==> src/rtl/apb_pkg.sv <==
// Shared types and defaults for the APB3 requester and its wait-state timer.
package apb_pkg;

    localparam int APB_ADDR_WIDTH = 8;
    localparam int APB_DATA_WIDTH = 32;

    typedef enum logic [1:0] {
        IDLE   = 2'd0,
        SETUP  = 2'd1,
        ACCESS = 2'd2,
        RESP   = 2'd3
    } apb_state_e;

    typedef struct packed {
        logic [APB_DATA_WIDTH-1:0] rdata;
        logic                      err;
        logic                      timeout;
    } apb_rsp_t;

    // Counter width able to hold 0..cycles; at least one bit when the timeout is disabled.
    function automatic int timer_width(input int cycles);
        return (cycles < 1) ? 1 : $clog2(cycles + 1);
    endfunction

endpackage

==> src/rtl/apb_wait_timer.sv <==
// Saturating wait-state counter; o_expired flags that the next wait cycle hits the limit.
module apb_wait_timer
    import apb_pkg::*;
#(
    parameter int TIMEOUT_CYCLES = 16
) (
    input  logic i_clk,
    input  logic i_rst_n,
    input  logic i_clr,
    input  logic i_inc,
    output logic o_expired
);

    localparam int CW = timer_width(TIMEOUT_CYCLES);

    logic [CW-1:0] r_count;
    logic          w_at_limit;

    generate
        if (TIMEOUT_CYCLES == 0) begin : g_off
            assign w_at_limit = 1'b1;
            assign o_expired  = 1'b0;
        end else begin : g_on
            assign w_at_limit = (r_count == CW'(TIMEOUT_CYCLES));
            // Looks one step ahead so the abort lands on the edge the count reaches the limit.
            assign o_expired  = (r_count >= CW'(TIMEOUT_CYCLES - 1));
        end
    endgenerate

    always_ff @(posedge i_clk or negedge i_rst_n) begin
        if (!i_rst_n) begin
            r_count <= '0;
        end else if (i_clr) begin
            r_count <= '0;
        end else if (i_inc && !w_at_limit) begin
            r_count <= r_count + 1'b1;
        end
    end

endmodule

==> src/rtl/apb_master.sv <==
// APB3 requester: one valid/ready command in, one APB transfer out, one response back.
module apb_master
    import apb_pkg::*;
#(
    parameter int ADDR_WIDTH     = APB_ADDR_WIDTH,
    parameter int DATA_WIDTH     = APB_DATA_WIDTH,
    parameter int TIMEOUT_CYCLES = 16
) (
    input  logic                  PCLK,
    input  logic                  PRESET,
    input  logic                  cmd_valid,
    output logic                  cmd_ready,
    input  logic                  cmd_write,
    input  logic [ADDR_WIDTH-1:0] cmd_addr,
    input  logic [DATA_WIDTH-1:0] cmd_wdata,
    output logic                  rsp_valid,
    input  logic                  rsp_ready,
    output logic [DATA_WIDTH-1:0] rsp_rdata,
    output logic                  rsp_err,
    output logic                  rsp_timeout,
    output logic [ADDR_WIDTH-1:0] PADDR,
    output logic                  PSEL,
    output logic                  PENABLE,
    output logic                  PWRITE,
    output logic [DATA_WIDTH-1:0] PWDATA,
    input  logic [DATA_WIDTH-1:0] PRDATA,
    input  logic                  PREADY,
    input  logic                  PSLVERR
);

    apb_state_e            r_state, w_state_next;
    logic [ADDR_WIDTH-1:0] r_paddr, w_paddr_next;
    logic [DATA_WIDTH-1:0] r_pwdata, w_pwdata_next;
    logic                  r_psel, w_psel_next;
    logic                  r_penable, w_penable_next;
    logic                  r_pwrite, w_pwrite_next;
    logic                  r_rsp_valid, w_rsp_valid_next;
    logic [DATA_WIDTH-1:0] r_rsp_rdata, w_rsp_rdata_next;
    logic                  r_rsp_err, w_rsp_err_next;
    logic                  r_rsp_timeout, w_rsp_timeout_next;
    logic                  w_timer_clr;
    logic                  w_timer_inc;
    logic                  w_timer_expired;

    assign cmd_ready = (r_state == IDLE) && PRESET;

    apb_wait_timer #(
        .TIMEOUT_CYCLES(TIMEOUT_CYCLES)
    ) u_wait_timer (
        .i_clk    (PCLK),
        .i_rst_n  (PRESET),
        .i_clr    (w_timer_clr),
        .i_inc    (w_timer_inc),
        .o_expired(w_timer_expired)
    );

    always_comb begin
        w_state_next       = r_state;
        w_paddr_next       = r_paddr;
        w_pwdata_next      = r_pwdata;
        w_psel_next        = r_psel;
        w_penable_next     = r_penable;
        w_pwrite_next      = r_pwrite;
        w_rsp_valid_next   = r_rsp_valid;
        w_rsp_rdata_next   = r_rsp_rdata;
        w_rsp_err_next     = r_rsp_err;
        w_rsp_timeout_next = r_rsp_timeout;
        w_timer_clr        = 1'b0;
        w_timer_inc        = (r_state == ACCESS) && !PREADY;

        case (r_state)
            IDLE: begin
                if (cmd_valid && cmd_ready) begin
                    w_paddr_next   = cmd_addr;
                    w_pwrite_next  = cmd_write;
                    w_pwdata_next  = cmd_wdata;
                    w_psel_next    = 1'b1;
                    w_penable_next = 1'b0;
                    w_state_next   = SETUP;
                end
            end
            SETUP: begin
                w_penable_next = 1'b1;
                w_timer_clr    = 1'b1;
                w_state_next   = ACCESS;
            end
            ACCESS: begin
                // A completing PREADY takes priority over a simultaneous timeout.
                if (PREADY) begin
                    w_rsp_rdata_next   = r_pwrite ? '0 : PRDATA;
                    w_rsp_err_next     = PSLVERR;
                    w_rsp_timeout_next = 1'b0;
                    w_psel_next        = 1'b0;
                    w_penable_next     = 1'b0;
                    w_rsp_valid_next   = 1'b1;
                    w_state_next       = RESP;
                end else if (w_timer_expired) begin
                    w_rsp_rdata_next   = '0;
                    w_rsp_err_next     = 1'b1;
                    w_rsp_timeout_next = 1'b1;
                    w_psel_next        = 1'b0;
                    w_penable_next     = 1'b0;
                    w_rsp_valid_next   = 1'b1;
                    w_state_next       = RESP;
                end
            end
            RESP: begin
                if (rsp_ready) begin
                    w_rsp_valid_next = 1'b0;
                    w_state_next     = IDLE;
                end
            end
            default: w_state_next = IDLE;
        endcase
    end

    always_ff @(posedge PCLK or negedge PRESET) begin
        if (!PRESET) begin
            r_state       <= IDLE;
            r_paddr       <= '0;
            r_pwdata      <= '0;
            r_psel        <= 1'b0;
            r_penable     <= 1'b0;
            r_pwrite      <= 1'b0;
            r_rsp_valid   <= 1'b0;
            r_rsp_rdata   <= '0;
            r_rsp_err     <= 1'b0;
            r_rsp_timeout <= 1'b0;
        end else begin
            r_state       <= w_state_next;
            r_paddr       <= w_paddr_next;
            r_pwdata      <= w_pwdata_next;
            r_psel        <= w_psel_next;
            r_penable     <= w_penable_next;
            r_pwrite      <= w_pwrite_next;
            r_rsp_valid   <= w_rsp_valid_next;
            r_rsp_rdata   <= w_rsp_rdata_next;
            r_rsp_err     <= w_rsp_err_next;
            r_rsp_timeout <= w_rsp_timeout_next;
        end
    end

    assign PADDR       = r_paddr;
    assign PWDATA      = r_pwdata;
    assign PSEL        = r_psel;
    assign PENABLE     = r_penable;
    assign PWRITE      = r_pwrite;
    assign rsp_valid   = r_rsp_valid;
    assign rsp_rdata   = r_rsp_rdata;
    assign rsp_err     = r_rsp_err;
    assign rsp_timeout = r_rsp_timeout;

endmodule
==> config.mk <==
export PLATFORM = sky130hd
export DESIGN_NAME = apb_master
export DESIGN_NICKNAME = d
export VERILOG_FILES = /design/src/rtl/apb_pkg.sv /design/src/rtl/apb_wait_timer.sv /design/src/rtl/apb_master.sv
export SDC_FILE = /design/constraint.sdc
export NUM_CORES = 1
export LEC_CHECK = 0
export ABC_CLOCK_PERIOD_IN_PS = 2690
export CORE_UTILIZATION = 30
export CTS_BUF_LIST = sky130_fd_sc_hd__clkbuf_8
export DETAILED_ROUTE_END_ITERATION = 10
export PLACE_DENSITY = 0.6
export SLEW_MARGIN = 15
export SYNTH_ARGS = -nofsm -noshare
export SYNTH_HDL_FRONTEND = slang
export SYNTH_SLANG_ARGS = --single-unit
==> constraint.sdc <==
create_clock -name PCLK -period 2.69 [get_ports PCLK]
set_input_delay 0.6725 -clock PCLK [delete_from_list [all_inputs] [get_ports PCLK]]
set_output_delay 0.6725 -clock PCLK [all_outputs]
set_load 0.05 [all_outputs]
== Word-level counts from Yosys, hierarchy flattened ==
Cells that the tools add are included.
Word-level totals
  register bits: 85
  input port bits: 79
  output and inout port bits: 79
  logic and storage cells: 61
Operators by class
  $add $sub $neg: 1
  order comparisons: 1
  equal/unequal tests: 7
  mux-type cells: 23
  reduce and logical (&&, ||, !) cells: 18
Operators with widths (number)
  $mux 32: 3
  $reduce_and 3->1: 4
  $mux 1: 10
  $mux 5: 2
  $mux 2: 4
  $pmux 2 s4: 1
  $reduce_bool 2->1: 4
  $add 5x1->5 const B: 1
  $eq 5x5->1 const B: 1
  $ge 5x4->1 const B: 1
  $eq 2x2->1 const B: 2
  $logic_and 1x1->1: 4
  $pmux 1 s2: 2
  $reduce_and 2->1: 2
  $ne 3x2->1 const B: 1
  $pmux 1 s3: 1
  $reduce_bool 3->1: 1
  $eq 2x1->1 const B: 1
  $logic_not 1->1: 2
  $logic_not 2->1: 1
  $ne 2x1->1 const B: 1
  $ne 2x2->1 const B: 1

== Depth between registers and ports, before layout ==
Gate-level depths: netlist (run 1).
  depth after elaboration: 5
  mapped depth: 7
  gate-level depth less buffers: 6

== Cells and area by module ==
Synthesis (run 1) repeated with hierarchy kept, for this count alone.
Second synthesis, totals
  cells, all modules: 298
  area total of the unflattened synthesis: 3557.2 µm²
Modules (own cells, without submodules)
  apb_master: instances 1, cells an instance 265, area each 3250.6 µm², sequential area each 2001.9 µm²
  apb_wait_timer: instances 1, cells an instance 33, area each 306.5 µm², sequential area each 125.1 µm²

== Worst setup path after synthesis (run 1) ==
OpenSTA, ideal clock, no wires.
  path kind: reg2reg
  start: reg u_wait_timer.r_count[0]
  end: reg r_state[1]
  library setup time: 0.128 ns
  arrival: 1.764 ns
  required time: 2.562 ns
  setup slack: 0.798 ns
  stages on the path, launching flop included: 7
  path buffers: 0
  clock period less this slack: 1.892 ns
  cells stage by stage: dfrtp_1 ha_1 and3_1 ha_1 nor4b_2 a211oi_2 mux2_1
On the way
  word-level cells in the longest chain between the ends: 3
Ends and longest elaborated chain
  from (decl): RTL line apb_wait_timer.sv:16  | logic [CW-1:0] r_count;
  from (signal assigned): RTL line apb_wait_timer.sv:36  | r_count <= r_count + 1'b1;
  $ge 5x4->1: RTL line apb_wait_timer.sv:26  | assign o_expired = (r_count >= CW'(TIMEOUT_CYCLES - 1));
  $ne 3x2->1 (no source line)
  $reduce_and 3->1 (no source line)
  to (signal assigned): RTL line apb_master.sv:130  | r_state <= w_state_next;
  to (decl): RTL line apb_master.sv:31  | apb_state_e r_state, w_state_next;
Every way passes these cells.
A chain may end at the register's enable or synchronous reset.

== Worst setup path after layout (run 1) ==
  start: reg r_psel (netlist: PSEL)
  end: out PSEL
RTL lines
  from (decl): RTL line apb_master.sv:34  | logic r_psel, w_psel_next;
  from (signal assigned): RTL line apb_master.sv:133  | r_psel <= w_psel_next;
  to (decl): RTL line apb_master.sv:22  | output logic PSEL,
No word-level cell between the ends.

==> impl_metrics.py, run 1 <==
metrics = {
    "status": {
        "status": "completed",
    },
    "detailed_routing": {
        "dr.pass1.iters": 4,
        "drt_iter0_markers": 148,
        "drcViolationCount": 0,
        "vias": 2930,
        "via_per_inst": 4.607,
        "final_antenna_net_count": 0,
        "wire_per_inst_um": 14.71,
        "routed_wl_um": 9358,
    },
    "sta": {
        "fmax_mhz": 440.2,
        "finClkSkew_ns": 0.007046,
        "setup_viol": 0,
        "finalSetupTns_ns": 0,
        "tightest_slew_ns": 0.5424,
        "rsz0062_at_grt": "no",
        "fin_crit_ns": 2.272,
        "hold_viol_final": 0,
        "slew_headroom_pct": 63.73,
        "post-route-period-util_pct": 84.45,
        "drv_slew": 0,
    },
    "power_and_ir_drop": {
        "seqPwrFrac_pct": 28.6,
        "vdd_drop_max_uv": 626.3,
        "power.leakage_uw": 0.002396,
        "p_int_uw": 3978,
        "powerDensity_nw_per_um2": 1311,
        "sw_frac_of_total_pct": 46.89,
        "clock_power_share_pct": 13.6,
        "p_switching_uw": 3513,
        "combPwrFrac_pct": 57.7,
    },
    "finish": {
        "ff_latch_area_sq_um": 2127,
        "final_cell_count_no_fill": 636,
        "nets": 550,
        "n_antenna_cell": 0,
        "multi_input_area_sq_um": 1359,
        "nFillCells": 1116,
        "flow.area_growth_from_synthesis_pct": 53.58,
        "drive_gt1_share_pct": 15.60,
    },
    "setup_path": {
        "critPathTopFamily": "buffers and inverters",
        "critPathLaunchType": "register",
        "cp.arrival_ns": 1.60,
        "cp_data_required_time_ns": 2.02,
        "cp_max_fo": 4,
        "critical_path_buf_inv_count": 1,
        "crit_chain": "clkdlybuf4s50_1",
        "crit_type": "reg -> out",
        "max_stage_delay_ns": 0.83,
        "cpMaxStageDelayCell": "clkdlybuf4s50_1",
        "end_kind": "output pin",
    },
    "clock_network": {
        "cts_htree_levels": 3,
        "cts.sinks": 85,
        "clk_pin_slew_worst_paths_ns": 0.08,
        "post_cts_buffers": 0,
        "cts_tree": "yes",
        "cts_buffer_depth": 2,
        "ctsHoldBuffers": 0,
        "cts_root_buffer": "clkbuf_8",
        "numCtsBuffers": 9,
        "cts-resized-gates": 0,
        "clk_latency_ns": 0.35,
    },
    "logic_synthesis": {
        "synth_area_leaders": "dfrtp_1 (57%), mux2_2 (12%), nand4b_1 (7.5%)",
        "yosys.area.top_type": "dfrtp_1",
        "ys_warn_count": 0,
        "synthesis.nets": 392,
        "syn_inst": 305,
        "synth_top_area_share_pct": 57.18,
        "ys_ff_latch": 85,
        "netlist_area_sq_um": 3720,
        "postSynthAreaPerCell_sq_um": 12.20,
        "ys_seq_area_share_pct": 57.18,
        "synth_cell_types": 42,
    },
    "global_route": {
        "antenna_found_initial": 0,
        "grt.overflow.total": 0,
        "grt_pass1_wl_um": 15170,
        "grt_max_degree": 39,
        "grt_pass1_vias": 3096,
        "grt_usage_pct": 15.07,
    },
    "floorplan": {
        "fp.dieH_um": 113.4,
        "die-area_sq_um": 12850,
        "start_util_pct": 30.84,
        "fp.coreArea_sq_um": 12060,
        "die_x_um": 113.4,
        "fp-row-count": 40,
        "io_pins": 158,
    },
    "placement": {
        "portBuffers": 157,
        "gp_congestion": 0.7777,
        "dp_cells": 620,
        "dp_hpwl_um": 6509,
    },
    "hold_path": {
        "hp-class": "in -> async",
    },
    "flow_run": {
        "cap_violations": 0,
    },
}
==> area by class of cell <==
type                       instances  share of cell area [%]
clock buffer                      11                   2.650
clock inverter                     5                   1.314
inverter                          41                   2.694
multi-input combinational        161                   23.78
sequential                        85                   37.23
tap                              168                   3.679
timing repair buffer             165                   28.65
==> final timing paths <==
path	start	to	slack [ns]	depth (start not counted)
setup / recovery	PSEL	PSEL	0.42	1
hold / removal	PRESET	PWDATA[20]	0.21	1
setup reg to reg	u_wait_timer.r_count[0]	r_state[1]	0.64	6
hold reg to reg	rsp_err	rsp_err	0.51	1
max in group asynchronous	PRESET	rsp_rdata[27]	1.65	2
min in group PCLK	rsp_err	rsp_err	0.51	1
==> registers in the layout, summed over array words and instances, names as in the netlist <==
signal,count
rsp_timeout,1
rsp_rdata,32
rsp_err,1
PSEL,1
PADDR,8
rsp_valid,1
PENABLE,1
r_state,2
PWRITE,1
PWDATA,32
u_wait_timer.r_count,5
==> power groups by stage <==
stage | sequential [uW] | clock (uW) | combinational [uW]
6_report | 2140 | 1020 | 4320
5_1_grt | 2220 | 1120 | 4550
4_1_cts | 2150 | 1070 | 4370
3_5_place_dp | 2170 | 0 | 4360
3_3_place_gp | 2150 | 0 | 4310
2_1_floorplan | 3920 | 0 | 1090
==> through the flow <==
step | cell area [sq um] | util [%] | total power, uW | setup slack (ns) | hold slack, ns
detailed placement | 5487 | 45.49 | 6521 | 0.3911 | 0.4890
global route | 5713 | 47.37 | 7885 | 0.3447 | 0.2134
CTS | 5713 | 47.37 | 7586 | 0.3731 | 0.1937
finish | 5713 | 47.37 | 7491 | 0.4184 | 0.2131
global placement | 5487 | 45.49 | 6465 | 0.4207 | 0.4813
floorplan | 3720 | - | 5012 | 0.7981 | 0.3769
==> cell usage in the layout (no fill, tap or decap), types with 2 or more instances in the layout <==
cell type and n:
clkdlybuf4s50_1 154, ha_1 8, o21ai_1 30, nand2_1 2
a21oi_1 5, buf_4 10, clkbuf_8 11, mux2_1 2
nor2_1 3, inv_1 43, nand4b_1 32, dfrtp_1 85
o21ai_0 6, nand3_1 4, a221oi_1 2, bufinv_16 2
mux2_2 41
==> metal layers <==
metal | up-vias | track usage, % | routed length, um
li1 | 1381 | - | -
met1 | 1412 | 18.76 | 4157
met2 | 128 | 23.15 | 4128
met3 | 9 | 6.802 | 948
met4 | 0 | 5.175 | 124
met5 | - | 0 | 0
==> logic make-up after synthesis <==
family	Yosys count	synth area share, %
compound gates	52	8.073
buf+inv	59	6.425
simple gates	57	12.34
flops	85	57.18
fa+ha+maj	8	2.691
mux	44	13.29
==> synth_stat cells <==
| cell | n |
|---|---|
| a21oi_2 | 1 |
| and2_1 | 1 |
| a211oi_2 | 1 |
| nor4b_1 | 1 |
| a21o_1 | 1 |
| nor4bb_1 | 1 |
| a221oi_1 | 2 |
| nand4_1 | 1 |
| ha_1 | 8 |
| nand2b_4 | 1 |
| clkbuf_1 | 6 |
| nor4b_2 | 1 |
| nand4bb_1 | 1 |
| a311oi_1 | 1 |
| mux2_2 | 41 |
| or4_1 | 1 |
| o21a_1 | 1 |
| nand4_2 | 1 |
| nand2_1 | 2 |
| nor2_1 | 3 |
| buf_6 | 1 |
| a211oi_1 | 1 |
| buf_1 | 3 |
| mux2i_1 | 1 |
| nor3_2 | 1 |
| nand3_1 | 5 |
| and3_1 | 1 |
| or3_1 | 1 |
| o21ai_0 | 6 |
| dfrtp_1 | 85 |
| and2b_1 | 1 |
| nor2b_1 | 1 |
| inv_1 | 41 |
| a21oi_1 | 5 |
| a211o_1 | 1 |
| o21ai_1 | 30 |
| nand3b_1 | 1 |
| a21boi_0 | 1 |
| mux2_1 | 2 |
| buf_2 | 8 |
| a2bb2oi_1 | 1 |
| nand4b_1 | 32 |
No activity file was read; power rests on OpenSTA's default activity.
==> run 2: changes to the inputs <==
- ABC_CLOCK_PERIOD_IN_PS: 2690 -> 2100
- clock period: 2.69 -> 2.1 ns (I/O delays scaled with it)
==> impl_metrics.py, run 2 (same netlist as run 1, synthesis figures left out) <==
metrics = {
    "status": {
        "status": "completed",
    },
    "power_and_ir_drop": {
        "combPwrFrac_pct": 59.7,
        "seqPwrFrac_pct": 28.6,
        "p_int_uw": 5003,
        "powerDensity_nw_per_um2": 1641,
        "sw_frac_of_total_pct": 47.43,
        "clock_power_share_pct": 11.7,
        "vdd_drop_max_uv": 727.7,
        "power.leakage_uw": 0.002669,
        "p_switching_uw": 4514,
    },
    "setup_path": {
        "cp_data_required_time_ns": 1.57,
        "critical_path_buf_inv_count": 1,
        "cpMaxStageDelayCell": "clkdlybuf4s50_1",
        "max_stage_delay_ns": 0.82,
        "crit_chain": "clkdlybuf4s50_1",
        "cp_max_fo": 2,
        "critPathTopFamily": "buffers and inverters",
        "critPathLaunchType": "register",
        "crit_type": "reg -> out",
        "cp.arrival_ns": 1.52,
        "end_kind": "output pin",
    },
    "global_route": {
        "grt_usage_pct": 15.80,
        "grt_pass1_wl_um": 15780,
        "antenna_found_initial": 0,
        "grt_pass1_vias": 3112,
        "grt_max_degree": 39,
        "grt.overflow.total": 0,
    },
    "sta": {
        "hold-worst-slack_ns": 0.1953,
        "tightest_slew_ns": 0.5506,
        "post-route-period-util_pct": 97.48,
        "rsz0062_at_grt": "no",
        "finClkSkew_ns": 0.006916,
        "hold_viol_final": 0,
        "slew_headroom_pct": 63.23,
        "fmax_mhz": 488.5,
        "fin_crit_ns": 2.047,
        "finalSetupTns_ns": 0,
        "drv_slew": 0,
        "worst_slack_ns": 0.05289,
        "setup_viol": 0,
    },
    "placement": {
        "portBuffers": 157,
        "dp_cells": 629,
        "gp_congestion": 0.7429,
        "post-place-ws_ns": -0.05052,
        "place_area_sq_um": 5572,
        "dp_hpwl_um": 6886,
    },
    "detailed_routing": {
        "routed_wl_um": 9645,
        "vias": 2972,
        "via_per_inst": 4.622,
        "drt_iter0_markers": 123,
        "final_antenna_net_count": 0,
        "wire_per_inst_um": 15.00,
        "drcViolationCount": 0,
        "dr.pass1.iters": 4,
    },
    "clock_network": {
        "post_cts_buffers": 0,
        "cts_tree": "yes",
        "ctsHoldBuffers": 0,
        "clk_latency_ns": 0.35,
        "cts_buffer_depth": 2,
        "cts_root_buffer": "clkbuf_8",
        "cts_htree_levels": 3,
        "cts.sinks": 85,
        "clk_pin_slew_worst_paths_ns": 0.08,
        "numCtsBuffers": 9,
    },
    "finish": {
        "nFillCells": 1115,
        "mostFrequentLayoutCells": "clkdlybuf4s50_1 (128), dfrtp_1 (85), inv_1 (43)",
        "flow.area_growth_from_synthesis_pct": 55.90,
        "mostFrequentLayoutCell": "clkdlybuf4s50_1",
        "nets": 559,
        "n_antenna_cell": 0,
        "fin_area_sq_um": 5799,
        "drive_gt1_share_pct": 18.74,
        "ff_latch_area_sq_um": 2127,
        "multi_input_area_sq_um": 1361,
        "final_cell_count_no_fill": 643,
    },
    "floorplan": {
        "start_util_pct": 30.84,
        "fp.coreArea_sq_um": 12060,
        "die-area_sq_um": 12850,
        "fp-row-count": 40,
        "fp.dieH_um": 113.4,
        "io_pins": 158,
        "die_x_um": 113.4,
    },
    "flow_run": {
        "cap_violations": 0,
    },
    "hold_path": {
        "hp-class": "in -> async",
    },
}
## run 2: changes by cell type in the layout (fill, tap and decap cells not counted)
cell,change
dlymetal6s2s_1,+18
clkdlybuf4s50_1,-26
ha_1,-1
buf_4,+14
ha_2,+1
clkinvlp_4,-1
clkbuf_8,-1
bufinv_16,-1
buf_12,+3
clkinv_2,+1
## run 2: final cells by class
type | count | share of cell area (%)
sequential | 85 | 36.68
tap | 168 | 3.625
clock buffer | 10 | 2.373
clock inverter | 4 | 0.7335
multi-input combinational | 161 | 23.47
inverter | 41 | 2.654
timing repair buffer | 174 | 30.46
## run 2: power groups by stage
| stage | combinational [uW] | sequential [uW] | clock, uW |
|---|---|---|---|
| global route | 5990 | 2830 | 1230 |
| finish | 5680 | 2720 | 1110 |
| CTS | 5750 | 2730 | 1170 |
| detailed placement | 5730 | 2760 | 0 |
| global placement | 5650 | 2730 | 0 |
| floorplan | 1390 | 5030 | 0 |
## run 2: metal layers
layer	vias to the layer above	GRT usage [%]	routed length (um)
met2	121	23.64	4199
met5	-	0	0
met4	0	6.316	149
li1	1392	-	-
met3	10	6.160	959
met1	1449	20.48	4336
## run 2: path summary, 6_finish.rpt
| kind | cells after the start | to | from | slack [ns] |
|---|---|---|---|---|
| setup reg to reg | 6 | PENABLE | u_wait_timer.r_count[0] | 0.13 |
| hold reg to reg | 1 | PADDR[4] | PADDR[4] | 0.50 |
| min in group PCLK | 1 | PADDR[4] | PADDR[4] | 0.50 |
| setup / recovery | 1 | PADDR[1] | PADDR[1] | 0.05 |
| max in group asynchronous | 2 | rsp_rdata[3] | PRESET | 1.47 |
| hold / removal | 2 | PWDATA[6] | PRESET | 0.20 |
## run 2: through the flow
step                utilization, %  total power (uW)
floorplan                        -              6420
global placement             46.19              8388
detailed placement           46.19              8490
CTS                          47.69              9652
global route                 48.08             10040
finish                       48.08              9517
## run 2: timing repair
item	4_1_cts	5_1_grt
endpoints found under the setup margin	0	19
resized for setup	0	19
endpoints found under the hold margin	0	0
==> run 3: changes to the inputs <==
- RECOVER_POWER: unset -> 100
==> impl_metrics.py, run 3 (same netlist as run 1, synthesis figures left out) <==
metrics = {
    "sta": {
        "drv_slew": 0,
        "post-route-period-util_pct": 97.32,
        "tightest_slew_ns": 1.325,
        "hold_viol_final": 0,
        "rsz0062_at_grt": "no",
        "fin_crit_ns": 2.044,
        "slew_headroom_pct": 11.64,
        "fmax_mhz": 489.3,
        "finClkSkew_ns": 0.007056,
        "worst_slack_ns": 0.05629,
        "setup_viol": 0,
        "finalSetupTns_ns": 0,
    },
    "finish": {
        "fin_area_sq_um": 5510,
        "mostFrequentLayoutCell": "clkdlybuf4s50_1",
        "flow.area_growth_from_synthesis_pct": 48.13,
        "n_antenna_cell": 0,
        "mostFrequentLayoutCells": "clkdlybuf4s50_1 (128), dfrtp_1 (85), inv_1 (43)",
        "drive_gt1_share_pct": 15.16,
        "nets": 559,
    },
    "detailed_routing": {
        "final_antenna_net_count": 0,
        "dr.pass1.iters": 4,
        "drt_iter0_markers": 136,
        "vias": 2956,
        "drcViolationCount": 0,
        "wire_per_inst_um": 14.99,
        "routed_wl_um": 9636,
        "via_per_inst": 4.597,
    },
    "power_and_ir_drop": {
        "power.leakage_uw": 0.002319,
        "vdd_drop_max_uv": 733.5,
        "powerDensity_nw_per_um2": 1658,
    },
    "flow_run": {
        "cap_violations": 0,
    },
    "placement": {
        "portBuffers": 157,
        "gp_congestion": 0.7429,
        "place_area_sq_um": 5572,
        "dp_hpwl_um": 6886,
        "post-place-ws_ns": -0.05052,
    },
    "hold_path": {
        "min_to": "PADDR[2]",
        "hp-class": "reg -> reg",
        "hold_depth": 1,
        "min_from": "PADDR[2]",
    },
    "setup_path": {
        "crit_type": "reg -> out",
        "critPathTopFamily": "buffers and inverters",
        "r2r_slack_ns": 0.13,
        "end_kind": "output pin",
        "r2r_cells": 7,
        "critPathLaunchType": "register",
        "crit_chain": "clkdlybuf4s50_1",
        "max_stage_delay_ns": 0.81,
        "cpMaxStageDelayCell": "clkdlybuf4s50_1",
        "cp_data_required_time_ns": 1.57,
        "critical_path_buf_inv_count": 1,
        "r2r_end": "rsp_rdata[11]",
        "cp.arrival_ns": 1.52,
        "cp_max_fo": 2,
        "r2r-start": "u_wait_timer.r_count[0]",
    },
    "floorplan": {
        "fp.dieH_um": 113.4,
        "fp.coreArea_sq_um": 12060,
        "die_x_um": 113.4,
        "start_util_pct": 30.84,
        "fp-row-count": 40,
        "io_pins": 158,
        "die-area_sq_um": 12850,
    },
    "clock_network": {
        "clk_latency_ns": 0.35,
        "numCtsBuffers": 9,
        "cts.sinks": 85,
        "clk_pin_slew_worst_paths_ns": 0.08,
        "cts_root_buffer": "clkbuf_8",
        "cts_tree": "yes",
        "cts_htree_levels": 3,
        "cts_buffer_depth": 2,
    },
    "global_route": {
        "grt_use_met2_pct": 23.64,
        "grt-busiest-layer": "met2",
        "grt_pass1_wl_um": 15780,
        "grtUsageMet1_pct": 20.48,
        "grt_usage_pct": 15.80,
        "grt.overflow.total": 0,
        "grt_pass1_vias": 3112,
        "grt_max_degree": 39,
        "use_met3_pct": 6.160,
        "antenna_found_initial": 0,
    },
    "status": {
        "status": "completed",
    },
}
## run 3: changes by cell type in the layout (fill, tap and decap cells not counted), sizes merged
cell          change
buf              -17
clkbuf           +35
dlymetal6s2s     -18
## run 3: what timing repair did
action / in CTS / in global routing
endpoints found under the setup margin: 0 / 19
hold buffers: 0 / 0
setup buffers: 0 / 0
gates resized for setup: 0 / 19
## run 3: cell type report
type / count / area, sq um
Fill cell: 1158 / 6551
Sequential cell: 85 / 2127
Clock inverter: 4 / 42.54
Inverter: 41 / 153.9
Timing Repair Buffer: 174 / 1500
Multi-Input combinational cell: 161 / 1339
Tap cell: 168 / 210.2
Clock buffer: 10 / 137.6
## run 3: worst max-delay path by stage
| stage | start | slack, ns | cells past startpoint | end |
|---|---|---|---|---|
| 2_1_floorplan | u_wait_timer.r_count[0] | 0.21 | 6 | r_state[1] |
| 3_3_place_gp | PREADY | 0.03 | 4 | PENABLE |
| 3_5_place_dp | PREADY | -0.05 | 5 | PSEL |
| 4_1_cts | rsp_rdata[6] | 0.006 | 1 | rsp_rdata[6] |
| 5_1_grt | rsp_rdata[22] | 0.0009 | 1 | rsp_rdata[22] |
| 6_report | rsp_rdata[22] | 0.06 | 1 | rsp_rdata[22] |
## run 3: metal layers
layer / vias up / part of all wire [%]
li1: 1392 / -
met1: 1433 / 45
met2: 121 / 44
met3: 10 / 9.7
met4: 0 / 1.5
met5: - / 0
## run 3: through the flow
stage	total power (uW)	util [%]	hold WS [ns]	std cells
2_1_floorplan	6420	-	0.2294	305
3_3_place_gp	8388	46.19	0.4864	629
3_5_place_dp	8490	46.19	0.4921	629
4_1_cts	9652	47.69	0.1814	643
5_1_grt	9673	45.68	0.5316	643
6_report	9136	45.68	0.5058	643
## run 3: power breakdown
part           total [uW]  internal [uW]  switching, uW
sequential           2720           2340            377
combinational        5310           1770           3540
clock                1110            559            551
